## config.mk

```make
export PLATFORM = sky130hd
export DESIGN_NAME = vga_text_fetch
export DESIGN_NICKNAME = d
export VERILOG_FILES = /design/src/rtl/vga_pkg.sv /design/src/rtl/text_addr_gen.sv /design/src/rtl/vga_text_fetch.sv
export SDC_FILE = /design/constraint.sdc
export NUM_CORES = 1
export LEC_CHECK = 0
export CAP_MARGIN = 20
export CORE_UTILIZATION = 48
export CTS_CLUSTER_DIAMETER = 40
export DETAILED_ROUTE_END_ITERATION = 16
export PLACE_DENSITY = 0.78
export SLEW_MARGIN = 20
export SYNTH_ARGS = -nofsm -noshare
export SYNTH_HDL_FRONTEND = slang
export SYNTH_SLANG_ARGS = --single-unit
```

## constraint.sdc

```tcl
create_clock -name CLK_VGA -period 4 [get_ports CLK_VGA]
set_clock_uncertainty 0.05 [all_clocks]
set_input_delay 1.2 -clock CLK_VGA [delete_from_list [all_inputs] [get_ports CLK_VGA]]
set_output_delay 1.2 -clock CLK_VGA [all_outputs]
set_load 0.005 [all_outputs]
```

## src/rtl/vga_pkg.sv

```systemverilog
// vga_pkg: shared geometry constants and FSM state type for the text-mode
// pixel-row fetcher (50x30 characters of 16x20 pixels, 800x600 screen).
package vga_pkg;

    localparam int unsigned H_CHARS     = 50;  // characters per text row
    localparam int unsigned V_CHARS     = 30;  // text rows per frame
    localparam int unsigned GLYPH_LINES = 20;  // pixel lines per glyph
    localparam int unsigned TADDR_W     = 11;  // text RAM address width
    localparam int unsigned FADDR_W     = 13;  // font ROM address width
    localparam int unsigned COL_W       = 6;   // holds 0..H_CHARS
    localparam int unsigned ROW_W       = 5;   // holds 0..V_CHARS

    typedef enum logic [1:0] {
        IDLE = 2'd0,
        CHAR = 2'd1,
        FONT = 2'd2,
        LOAD = 2'd3
    } fetch_state_t;

endpackage

```

## src/rtl/text_addr_gen.sv

```systemverilog
// text_addr_gen: registered text RAM address = row*H_CHARS + col, built from
// shifts and adds (row*50 = row*32 + row*16 + row*2).
// Ports:
//   i_clk, i_rst_n  clock, asynchronous active-low reset
//   i_load          capture a new address this edge
//   i_row, i_col    character row / column of the word to fetch
//   o_addr          registered address
module text_addr_gen
    import vga_pkg::*;
(
    input  logic               i_clk,
    input  logic               i_rst_n,
    input  logic               i_load,
    input  logic [ROW_W-1:0]   i_row,
    input  logic [COL_W-1:0]   i_col,
    output logic [TADDR_W-1:0] o_addr
);

    logic [TADDR_W-1:0] w_row_ext;
    logic [TADDR_W-1:0] w_col_ext;
    logic [TADDR_W-1:0] w_sum;
    logic [TADDR_W-1:0] r_addr;

    assign w_row_ext = TADDR_W'(i_row);
    assign w_col_ext = TADDR_W'(i_col);
    assign w_sum     = (w_row_ext << 5) + (w_row_ext << 4) + (w_row_ext << 1) + w_col_ext;

    always_ff @(posedge i_clk or negedge i_rst_n) begin
        if (!i_rst_n) begin
            r_addr <= '0;
        end else if (i_load) begin
            r_addr <= w_sum;
        end
    end

    assign o_addr = r_addr;

endmodule

```

## src/rtl/vga_text_fetch.sv

```systemverilog
// vga_text_fetch: produces the 16-bit pixel_row word shifted out by the VGA
// timing generator. Each newData / end_of_line strobe launches a
// CHAR -> FONT -> LOAD fetch (text RAM char code, then font ROM glyph line),
// staging the result one word ahead in next_row. A line start fetches word 0
// straight into pixel_row and then word 1 into next_row.
// Optional feature: define VGA_TEXT_CURSOR_EN for a blinking block cursor on
// glyph lines 18-19 (adds cursor_col / cursor_row inputs).
// Ports:
//   CLK_VGA, resetn            pixel clock, asynchronous active-low reset
//   newData/end_of_line/end_of_frame  timing generator strobes
//   line_number                glyph line 0..19
//   text_rd/text_addr/text_q   text RAM read port (1-cycle latency)
//   font_rd/font_addr/font_q   font ROM read port (1-cycle latency)
//   pixel_row                  word being displayed
//   underrun                   sticky: strobe seen while a fetch was busy
module vga_text_fetch
    import vga_pkg::*;
(
    input  logic               CLK_VGA,
    input  logic               resetn,
`ifdef VGA_TEXT_CURSOR_EN
    input  logic [5:0]         cursor_col,
    input  logic [4:0]         cursor_row,
`endif
    input  logic               newData,
    input  logic               end_of_line,
    input  logic               end_of_frame,
    input  logic [4:0]         line_number,
    output logic               text_rd,
    output logic [TADDR_W-1:0] text_addr,
    input  logic [7:0]         text_q,
    output logic               font_rd,
    output logic [FADDR_W-1:0] font_addr,
    input  logic [15:0]        font_q,
    output logic [15:0]        pixel_row,
    output logic               underrun
);

    fetch_state_t     r_state;
    logic [COL_W-1:0] r_col;
    logic [ROW_W-1:0] r_char_row;
    logic [4:0]       r_line;
    logic [15:0]      r_pixel_row;
    logic [15:0]      r_next_row;
    logic             r_text_rd;
    logic             r_font_rd;
    logic             r_underrun;
    logic             r_ls;     // current fetch is the first word of a line
    logic             r_shift;  // pixel_row <= next_row at FONT -> LOAD
    logic             r_skip;   // fetch is off-screen: no memory access
    logic             r_inv;    // invert the glyph line (cursor)

    logic             w_strobe;
    logic             w_line_strobe;
    logic             w_start;
    logic             w_second;
    logic             w_launch;
    logic [ROW_W-1:0] w_row_nxt;
    logic [COL_W-1:0] w_col_inc;
    logic [COL_W-1:0] w_fetch_col;
    logic             w_skip;
    logic             w_inv;
    logic [15:0]      w_glyph;

    assign w_strobe      = newData | end_of_line | end_of_frame;
    // end_of_frame is coincident with the last end_of_line; treat it as one
    assign w_line_strobe = end_of_line | end_of_frame;
    assign w_start       = (r_state == IDLE) && w_strobe;
    assign w_second      = (r_state == LOAD) && r_ls;
    assign w_launch      = w_start | w_second;

    always_comb begin
        w_row_nxt = r_char_row;
        if (end_of_frame) begin
            w_row_nxt = '0;
        end else if (end_of_line && (line_number == 5'(GLYPH_LINES - 1))
                     && (r_char_row < ROW_W'(V_CHARS))) begin
            w_row_nxt = r_char_row + 1'b1;
        end
    end

    assign w_col_inc = (r_col >= COL_W'(H_CHARS)) ? COL_W'(H_CHARS) : r_col + 1'b1;

    always_comb begin
        w_fetch_col = r_col;
        if (w_second) begin
            w_fetch_col = w_col_inc;
        end else if (w_line_strobe) begin
            w_fetch_col = '0;
        end
    end

    assign w_skip = (w_fetch_col >= COL_W'(H_CHARS)) || (w_row_nxt >= ROW_W'(V_CHARS));

`ifdef VGA_TEXT_CURSOR_EN
    logic [5:0] r_frame_cnt;

    always_ff @(posedge CLK_VGA or negedge resetn) begin
        if (!resetn) begin
            r_frame_cnt <= '0;
        end else if (end_of_frame) begin
            r_frame_cnt <= r_frame_cnt + 1'b1;
        end
    end

    assign w_inv = r_frame_cnt[5] && (w_fetch_col == cursor_col) && (w_row_nxt == cursor_row)
                   && (line_number >= 5'(GLYPH_LINES - 2));
`else
    assign w_inv = 1'b0;
`endif

    assign w_glyph = r_skip ? '0 : (r_inv ? ~font_q : font_q);

    text_addr_gen u_addr (
        .i_clk   (CLK_VGA),
        .i_rst_n (resetn),
        .i_load  (w_launch && !w_skip),
        .i_row   (w_row_nxt),
        .i_col   (w_fetch_col),
        .o_addr  (text_addr)
    );

    always_ff @(posedge CLK_VGA or negedge resetn) begin
        if (!resetn) begin
            r_state     <= IDLE;
            r_col       <= '0;
            r_char_row  <= '0;
            r_line      <= '0;
            r_pixel_row <= '0;
            r_next_row  <= '0;
            r_text_rd   <= 1'b0;
            r_font_rd   <= 1'b0;
            r_underrun  <= 1'b0;
            r_ls        <= 1'b0;
            r_shift     <= 1'b0;
            r_skip      <= 1'b0;
            r_inv       <= 1'b0;
        end else begin
            r_char_row <= w_row_nxt;
            if (w_strobe && (r_state != IDLE)) begin
                r_underrun <= 1'b1;
            end
            case (r_state)
                IDLE: begin
                    if (w_strobe) begin
                        r_state   <= CHAR;
                        r_ls      <= w_line_strobe;
                        r_shift   <= !w_line_strobe;
                        r_line    <= line_number;
                        r_skip    <= w_skip;
                        r_inv     <= w_inv;
                        r_text_rd <= !w_skip;
                        if (w_line_strobe) begin
                            r_col <= '0;
                        end
                    end
                end
                CHAR: begin
                    r_state   <= FONT;
                    r_text_rd <= 1'b0;
                    r_font_rd <= !r_skip;
                end
                FONT: begin
                    r_state   <= LOAD;
                    r_font_rd <= 1'b0;
                    if (r_shift) begin
                        r_pixel_row <= r_next_row;
                    end
                end
                LOAD: begin
                    r_col <= w_col_inc;
                    if (r_ls) begin
                        // line start: word 0 goes on screen now, word 1 follows
                        r_pixel_row <= w_glyph;
                        r_state     <= CHAR;
                        r_ls        <= 1'b0;
                        r_shift     <= 1'b0;
                        r_line      <= line_number;
                        r_skip      <= w_skip;
                        r_inv       <= w_inv;
                        r_text_rd   <= !w_skip;
                    end else begin
                        r_next_row <= w_glyph;
                        r_state    <= IDLE;
                    end
                end
                default: r_state <= IDLE;
            endcase
        end
    end

    assign text_rd   = r_text_rd;
    assign font_rd   = r_font_rd;
    assign font_addr = r_font_rd ? {text_q, r_line} : '0;
    assign pixel_row = r_pixel_row;
    assign underrun  = r_underrun;

endmodule

```

## After elaboration in Yosys (flattened, before gate mapping)

Cells that the tools add are included.

- Logic and storage cells: 90
- Bits in registers: 68
- Output and inout port bits: 43
- Bits of input ports: 34

- Order comparisons: 4
- Equality and inequality tests: 7
- Bitwise gates (word level): 6
- Reduce and logical (&&, ||, !) cells: 21
- $add $sub $neg: 5
- Muxes and demuxes: 33

Operators with widths:

| cell | count |
|---|---|
| 16-bit 2-to-1 mux | 4 |
| 16-bit case mux with 2 select lines | 1 |
| 6-bit 2-to-1 mux | 4 |
| 11-bit by 6-bit adder with 11-bit output | 2 |
| 5-bit 2-to-1 mux | 4 |
| 16-bit inverter | 1 |
| 13-bit 2-to-1 mux | 1 |
| 6-bit >= comparator (second input constant) | 2 |
| 6-bit case mux with 2 select lines | 1 |
| 10-bit by 9-bit adder with 11-bit output | 1 |
| 1-bit case mux with 2 select lines | 5 |
| 5-bit case mux with 2 select lines | 1 |
| 1-bit 2-to-1 mux | 9 |
| 3-bit AND reduction | 3 |
| 2-bit case mux with 4 select lines | 1 |
| 2-bit nonzero test | 4 |
| 6-bit by 1-bit adder with 6-bit output (second input constant) | 1 |
| 1-bit logical AND | 6 |
| 2-bit != test (second input constant) | 3 |
| 5-bit by 1-bit adder with 5-bit output (second input constant) | 1 |
| 5-bit == test (second input constant) | 1 |
| 5-bit >= comparator (second input constant) | 1 |
| 5-bit less-than comparator (second input constant) | 1 |
| 2-bit == test (second input constant) | 2 |
| 10 further kinds | 16 |

## Depth between registers and ports, before layout

Gate-level depths: netlist of the first run.

- Depth in word-level cells: 10
- Gate-level depth with buffers: 16

## By module

From an unflattened synthesis of the first run, not the netlist that was laid out.

- Cells, all modules: 432
- Area total of the unflattened synthesis: 4132.7 µm²

By module, submodules not included:

| module | cells each | times used | area an instance (µm²) | sequential area each (µm²) |
|---|---|---|---|---|
| vga_text_fetch | 339 | 1 | 3163.0 | 1401.3 |
| text_addr_gen | 93 | 1 | 969.7 | 275.3 |

## Worst setup path after synthesis of the first run

OpenSTA, ideal clock, no wires.

- Path type: input to register
- Start point: input line_number[2]
- End point: register u_addr.r_addr[10] (netlist: u_addr.o_addr[10])
- Arrival: 4460 ps
- Cell stages on the path: 15
- Setup slack: -635 ps
- Setup time: 125 ps
- Buffers on the path: 0
- Path through: nand4bb_1 -> nor3_2 -> nand4_1 -> xor2_1 -> or2_1 -> inv_1 -> fa_1 -> ha_1 -> ha_1 -> a21oi_1 -> nor2b_1 -> o31a_1 -> o41ai_1 -> xnor2_1 -> mux2_4

- Longest elaborated chain between the ends: 9

Ends and longest elaborated chain:

| item | RTL line | source |
|---|---|---|
| from (decl) | vga_text_fetch.sv:28 | `input logic [4:0] line_number,` |
| 5-bit == test (*) | vga_text_fetch.sv:76 | `end else if (end_of_line && (line_number == 5'(GLYPH_LINES - 1))` |
| 1-bit logical AND (*) | vga_text_fetch.sv:76 |  |
| 1-bit logical AND (*) | vga_text_fetch.sv:77 | `&& (r_char_row < ROW_W'(V_CHARS))) begin` |
| 5-bit 2-to-1 mux (*) | vga_text_fetch.sv:76 |  |
| 5-bit 2-to-1 mux (*) | vga_text_fetch.sv:74 | `if (end_of_frame) begin` |
| net u_addr.i_row[3] | text_addr_gen.sv:14 | `input logic [ROW_W-1:0] i_row,` |
| parallel branches: the longest is 4 deep, another holds 10-bit by 9-bit adder with 11-bit output | - |  |
| to (signal assigned) | text_addr_gen.sv:32 | `r_addr <= w_sum;` |
| to (decl) | text_addr_gen.sv:22 | `logic [TADDR_W-1:0] r_addr;` |

Mark *: on every way through the listed nets, which the timed path passes.
A chain may end at the register's enable or synchronous reset.

## Worst setup path in the final report of the first run

- Start point: input end_of_frame
- End point: register u_addr.r_addr[10] (netlist: u_addr.o_addr[10])

- Longest elaborated chain between the ends: 7

Ends and longest elaborated chain:

| item | RTL line | source |
|---|---|---|
| from (decl) | vga_text_fetch.sv:27 | `input logic end_of_frame,` |
| parallel branches: the longest is 7 deep, another holds 10-bit by 9-bit adder with 11-bit output | - |  |

Several ways; the timed one is not identified.

==> results.toml, run 1 <==
[cts]
path_clk_slew_ns = 0.07
cts_buffer_depth = 2
cts_buffers = 9
clock_latency_ns = 0.35
cts_hold_buf = 0
htree_num_levels = 3
clock_sinks = 67
root_buffer = "clkbuf_8"
tritoncts = "yes"

[status]
violations = "setup timing"
status = "finished, violations left"

[synthesis]
async_flop_share = 1.000
syn_area_per_cell_um2 = 9.872
synth_edf_count = 0
synthesis.nets = 475
yosysWarnings = 0
synthDistinctLibCells = 58
syn_inst = 409
yosys_most_used_dff = "dfrtp_1"
yosysSeqAreaShare = 0.4152
ys_ff_latch = 67
syn_area_um2 = 4038

[timing]
setup_viol = 4
rsz0062_at_grt = "true"
hold_slack_ns = 0.4298
slew_violations = 0
fmax_mhz = 234.4
tightestPinTransition_ns = 0.7724
setup_slack_ns = -0.2658
finalSetupTns_ns = -0.8264
finalCritPeriodShare = 1.066
hold_viol_final = 0
slew_headroom = 0.4851
min_period_ns = 4.266

[worst_setup_path]
critPathTopFamily = "adder cells"
slowest_delay_ns = 0.58
r2r_cells = 13
cp_cell_sequence = "clkdlybuf4s50_1 > nor2_1 > nor2_1 > nor2_2 > fa_1 > fa_1 > ha_1 > nor2b_1 > o31a_1 > o41ai_2 > xnor2_1 > mux2_4"
r2r_setup_slack_ns = 0.03
cp_slowest_cell = "fa_1"
crit_type = "in2reg"
worst-path-buf-inv = 1
cp-end-kind = "register"
start_kind = "input pin"
r2r_end = "u_addr.o_addr[10]$_DFFE_PN0P_"
required_ns = 4.19
path_max_fanout = 2
crit_start = "end_of_frame"
rr_startpoint = "r_col[1]$_DFFE_PN0P_"
cp_data_arrival_time_ns = 4.46

[layout]
final_util = 0.6697
fin_area_um2 = 5475
seqCellArea_um2 = 1677
fin_cells = 627
drive_above_1_share = 0.2031
n_antenna_cell = 0
synthToLayoutAreaGrowth_pct = 35.61
final_nets = 583
fillCellCount = 638
multi_input_area_um2 = 2313

[floorplanning]
dieArea_um2 = 8783
core_area_um2 = 8175
core.rowCount = 33
start_util = 0.4939
io-pin-count = 77
die_x_um = 93.72
dieHeight_um = 93.72

[flow_run]
cap_violations = 0

[hold_path]
hp-class = "reg2reg"
hold_end = "r_line[3]$_DFFE_PN0P_"
min_path_cells = 1
hold_path_startpoint = "r_line[3]$_DFFE_PN0P_"

[global_routing]
grt_pass1_wl_um = 14960
grt_remaining_overflow = 0
grt_start_max_net_pins = 48
globalRouteTotalUtil = 0.2182
grt_pass1_vias = 3256
antenna_found_initial = 0

[pwr]
p_sw_frac = 0.3584
power.net_switching_w = 0.001160
p_leak_nw = 2.477
irDropWorstVdd_uv = 341.4
power.density_nw_per_um2 = 591.3
power_frac_seq = 0.334
clkPwrFrac = 0.193
cellInternalPower_w = 0.002077
p_comb_frac = 0.473

[detailed_routing]
final_antenna_net_count = 0
viasPerCell = 5.389
wl_per_cell_um = 14.81
wl_um = 9284
drt_iter0_drc = 207
dr.pass1.iters = 5
route.detailed.drc = 0
vias = 3379

[placed_design]
place_area_um2 = 5146
dp_cells = 601
portBuffers = 76
place_hpwl_um = 6450
place_congestion = 0.8611
==> final cells by class <==
type / instances / share of cell area
timing repair buffer: 120 / 0.1981
sequential: 67 / 0.3062
inverter: 14 / 0.009598
clock buffer: 10 / 0.02331
clock inverter: 6 / 0.01622
tap: 105 / 0.02399
multi-input combinational: 305 / 0.4225
==> placed cells by master, fill, tap and decap left out, types with 3 or more instances in the layout <==
master           count
mux2i_1              4
nand2b_1            34
a21oi_1             10
nor2_1              28
dfrtp_1             67
nand2_1             31
nand3_1              8
buf_2                3
buf_4               42
xnor2_1              4
a31oi_1             17
ha_1                26
and3_1               3
and2_1              14
nand3b_1            17
mux2_1               6
nor2_2               5
o21ai_0              3
mux2_2               4
inv_1               13
nor3_1               3
o21ai_1             23
nor2b_1              3
nand4_1              4
buf_6                3
clkbuf_8             9
mux2_4               9
clkdlybuf4s50_1     69
==> flip-flops by register name, indices dropped and copies added (netlist names) <==
name and count:
underrun 1, r_char_row 5, r_state 2, u_addr.o_addr 11, r_skip 1, r_line 5, r_next_row 16, pixel_row 16
font_rd 1, text_rd 1, r_shift 1, r_ls 1, r_col 6
==> worst reg2reg max path, delay by kind of cell, from the launching register on <==
family / cells / cell delay, ns
xor gates and xnor gates: 1 / 0.10
DFF: 1 / 0.42
buffers and inverters: 1 / 0.18
muxes: 1 / 0.26
and+or+nand+nor: 2 / 0.60
AOI/OAI and AO/OA: 4 / 0.89
adders and majority gates: 4 / 1.36
==> cells by family (layout without fill, tap and decap cells) <==
kind of cell	count (synthesis)	count (layout)	share of synthesized area
simple gates	166	166	0.2268
mux	23	23	0.07127
compound gates	77	77	0.1274
flops	67	67	0.4152
fa+ha+maj	32	32	0.1066
buf+inv	37	150	0.03749
xor+xnor	7	7	0.01518
==> Yosys cell counts, types with 2 or more instances <==
cell / instances / area share
and3_1: 3 / 0.0046
nor4_1: 2 / 0.0031
mux2_2: 4 / 0.011
fa_1: 4 / 0.020
xor2_1: 2 / 0.0043
mux2i_1: 4 / 0.0099
inv_1: 14 / 0.013
o31ai_1: 2 / 0.0037
nand3_1: 8 / 0.0099
ha_1: 28 / 0.087
nor2_1: 33 / 0.031
o21ai_1: 24 / 0.030
nand3b_1: 17 / 0.032
a31oi_1: 17 / 0.026
nor2b_1: 4 / 0.0062
nand2b_1: 34 / 0.053
xnor2_1: 5 / 0.011
mux2_4: 9 / 0.033
o211ai_1: 2 / 0.0037
a41oi_1: 2 / 0.0043
o21ai_0: 3 / 0.0037
o21bai_1: 2 / 0.0037
a21oi_1: 11 / 0.014
dfrtp_1: 67 / 0.42
mux2_1: 6 / 0.017
nand4_1: 4 / 0.0062
clkbuf_1: 17 / 0.016
and2_1: 14 / 0.022
nand2_1: 33 / 0.031
buf_2: 4 / 0.0050
nor3_1: 3 / 0.0037
==> power groups by stage <==
stage	logic (W)	registers [W]	clock network [W]
floorplan	0.000938	0.00107	0
global placement	0.00150	0.00108	0
detailed placement	0.00153	0.00110	0
CTS	0.00154	0.00108	0.000633
global route	0.00171	0.00112	0.000657
finish	0.00153	0.00108	0.000626
==> how the worst max path moves through the flow <==
stage                                          to  slack [ns]  cells past startpoint
finish              u_addr.o_addr[10]$_DFFE_PN0P_       -0.27                     12
global route         u_addr.o_addr[9]$_DFFE_PN0P_       -0.44                     17
CTS                 u_addr.o_addr[10]$_DFFE_PN0P_       -0.42                     16
detailed placement  u_addr.o_addr[10]$_DFFE_PN0P_       -1.02                     13
global placement    u_addr.o_addr[10]$_DFFE_PN0P_       -0.95                     16
floorplan            u_addr.o_addr[9]$_DFFE_PN0P_       -0.40                     13
==> stage by stage <==
| step | power, W | setup slack (ns) |
|---|---|---|
| 3_5_place_dp | 0.002628 | -1.020 |
| 2_1_floorplan | 0.002011 | -0.3991 |
| 4_1_cts | 0.003257 | -0.4193 |
| 5_1_grt | 0.003484 | -0.4352 |
| 3_3_place_gp | 0.002580 | -0.9528 |
| 6_report | 0.003238 | -0.2658 |
==> timing repair <==
action,CTS,global route
setup buffers,7,5
setup endpoints to repair,6,6
pin swaps,15,20
resized for setup,23,14
==> routing by layer <==
layer  vias to the layer above  track usage  wire, um
li1                       1648            -         -
met1                      1622       0.2790      3904
met2                        86       0.3589      4724
met3                        23      0.03641       407
met4                         0       0.1051       248
met5                         -            0         0
Power figures use the tool's default switching activity.
==> run 2, diff against run 1 <==
- PLACE_DENSITY: 0.78 -> 0.81
==> results.toml, run 2 (same netlist as run 1, synthesis figures left out) <==
[timing]
slew_violations = 0
hold_slack_ns = 0.4317
slew_headroom = 0.4887
setup_slack_ns = -0.4160
fmax_mhz = 226.4
finalCritPeriodShare = 1.104
rsz0062_at_grt = "true"
tightestPinTransition_ns = 0.7669
min_period_ns = 4.416
setup_viol = 5
hold_viol_final = 0

[worst_setup_path]
start_kind = "input pin"
crit_type = "in2reg"
cp_cell_sequence = "buf_6 > nand4bb_4 > nor3_4 > nand4_1 > xor2_1 > or2_1 > inv_2 > fa_2 > ha_4 > ha_4 > a21oi_2 > nor2b_4 > o31a_1 > o41ai_2 > xnor2_1 > mux2_4"
cp_slowest_cell = "fa_2"
required_ns = 4.18
cp_data_arrival_time_ns = 4.60
slowest_delay_ns = 0.45
path_max_fanout = 4
cp-end-kind = "register"
path_common_cell = "ha_4"

[cts]
tritoncts = "yes"
root_buffer = "clkbuf_8"
htree_num_levels = 3
clock_sinks = 67
cts_buffers = 9
cts_hold_buf = 0
clock_latency_ns = 0.34
cts_buffer_depth = 2
path_clk_slew_ns = 0.08

[layout]
synthToLayoutAreaGrowth_pct = 36.47
seqCellArea_um2 = 1677
fillCellCount = 622
final_nets = 584
fin_cells = 628
n_antenna_cell = 0
drive_above_1_share = 0.2122
final_common_cell = "clkdlybuf4s50_1"
multi_input_area_um2 = 2356
final_util = 0.6740
fin_area_um2 = 5510
layout_common_cells = "69 x clkdlybuf4s50_1, 67 x dfrtp_1, 41 x buf_4"

[flow_run]
cap_violations = 0

[detailed_routing]
route.detailed.drc = 0
wl_um = 9672
drt_iter0_drc = 198
viasPerCell = 5.350
dr.pass1.iters = 4
final_antenna_net_count = 0
wl_per_cell_um = 15.40
vias = 3360

[pwr]
power.density_nw_per_um2 = 578.9
power.net_switching_w = 0.001176
power_frac_seq = 0.341
power_w = 0.003190
p_sw_frac = 0.3685
p_comb_frac = 0.478
cellInternalPower_w = 0.002014
irDropWorstVdd_uv = 283.5
clkPwrFrac = 0.181
p_leak_nw = 2.490

[global_routing]
antenna_found_initial = 0
grt_pass1_wl_um = 15240
grt_remaining_overflow = 0
grt_pass1_vias = 3237
globalRouteTotalUtil = 0.2248
grt_start_max_net_pins = 46

[floorplanning]
start_util = 0.4939
core.rowCount = 33
dieArea_um2 = 8783
dieHeight_um = 93.72
die_x_um = 93.72
io-pin-count = 77
core_area_um2 = 8175

[status]
status = "finished, violations left"
violations = "setup timing"

[placed_design]
place_hpwl_um = 6722
place_area_um2 = 5146
portBuffers = 76
place_congestion = 0.8656
dp_cells = 601

[hold_path]
hp-class = "reg2reg"
-- run 2: cell count changes in the layout (fill, tap and decap cells not counted), sizes merged --
cell | previous run | this run
buf | 49 | 50
bufinv | 2 | 1
clkbuf | 12 | 11
clkinv | 1 | 2
inv | 15 | 16
-- run 2: worst max-delay path, delay by kind of cell --
kind / cells / cell delay [ns]
AO/OA/AOI/OAI: 3 / 0.77
XOR/XNOR: 2 / 0.30
adder cells (fa/ha/maj): 3 / 0.94
buffers and inverters: 2 / 0.17
multiplexers: 1 / 0.27
AND/OR/NAND/NOR: 5 / 0.96
-- run 2: final cells by class --
| type | count | share of cell area |
|---|---|---|
| Inverter | 14 | 0.009537 |
| Timing Repair Buffer | 121 | 0.1985 |
| Tap cell | 105 | 0.02384 |
| Clock inverter | 7 | 0.01385 |
| Clock buffer | 9 | 0.02248 |
| Sequential cell | 67 | 0.3043 |
| Multi-Input combinational cell | 305 | 0.4276 |
-- run 2: power groups by stage --
stage | logic [W] | registers, W | clock network (W)
detailed placement | 0.00153 | 0.00110 | 0
floorplan | 0.000938 | 0.00107 | 0
global route | 0.00170 | 0.00112 | 0.000611
CTS | 0.00154 | 0.00109 | 0.000582
global placement | 0.00149 | 0.00108 | 0
finish | 0.00153 | 0.00109 | 0.000576
-- run 2: what timing repair did --
| item | 4_1_cts | 5_1_grt |
|---|---|---|
| endpoints found under the setup margin | 7 | 6 |
| resized for setup | 31 | 14 |
| buffers inserted | 6 | 7 |
| pin swaps | 15 | 9 |
-- run 2: worst paths after layout --
check	endpoint	slack (ns)	startpoint	cells past startpoint
setup / recovery	u_addr.o_addr[10]$_DFFE_PN0P_	-0.42	line_number[3]	16
hold / removal	r_line[2]$_DFFE_PN0P_	0.43	r_line[2]$_DFFE_PN0P_	1
setup reg to reg	u_addr.o_addr[10]$_DFFE_PN0P_	0.03	r_char_row[1]$_DFF_PN0_	15
hold reg to reg	r_line[2]$_DFFE_PN0P_	0.43	r_line[2]$_DFFE_PN0P_	1
max in group asynchronous	r_col[1]$_DFFE_PN0P_	2.59	resetn	2
min in group asynchronous	pixel_row[3]$_DFFE_PN0P_	0.78	resetn	2
-- run 2: stage by stage --
step / TNS [ns] / setup WS [ns]
6_report: -1.559 / -0.4160
4_1_cts: -1.850 / -0.4813
3_3_place_gp: -5.174 / -0.9535
2_1_floorplan: -1.244 / -0.3991
5_1_grt: -2.090 / -0.5122
3_5_place_dp: -6.367 / -1.076
-- run 2: routing by layer --
layer | track usage | part of all wire | vias up
met5 | 0 | 0 | -
met3 | 0.03074 | 0.049 | 20
met1 | 0.2780 | 0.42 | 1593
met4 | 0.1038 | 0.026 | 0
met2 | 0.3875 | 0.50 | 98
li1 | - | - | 1649
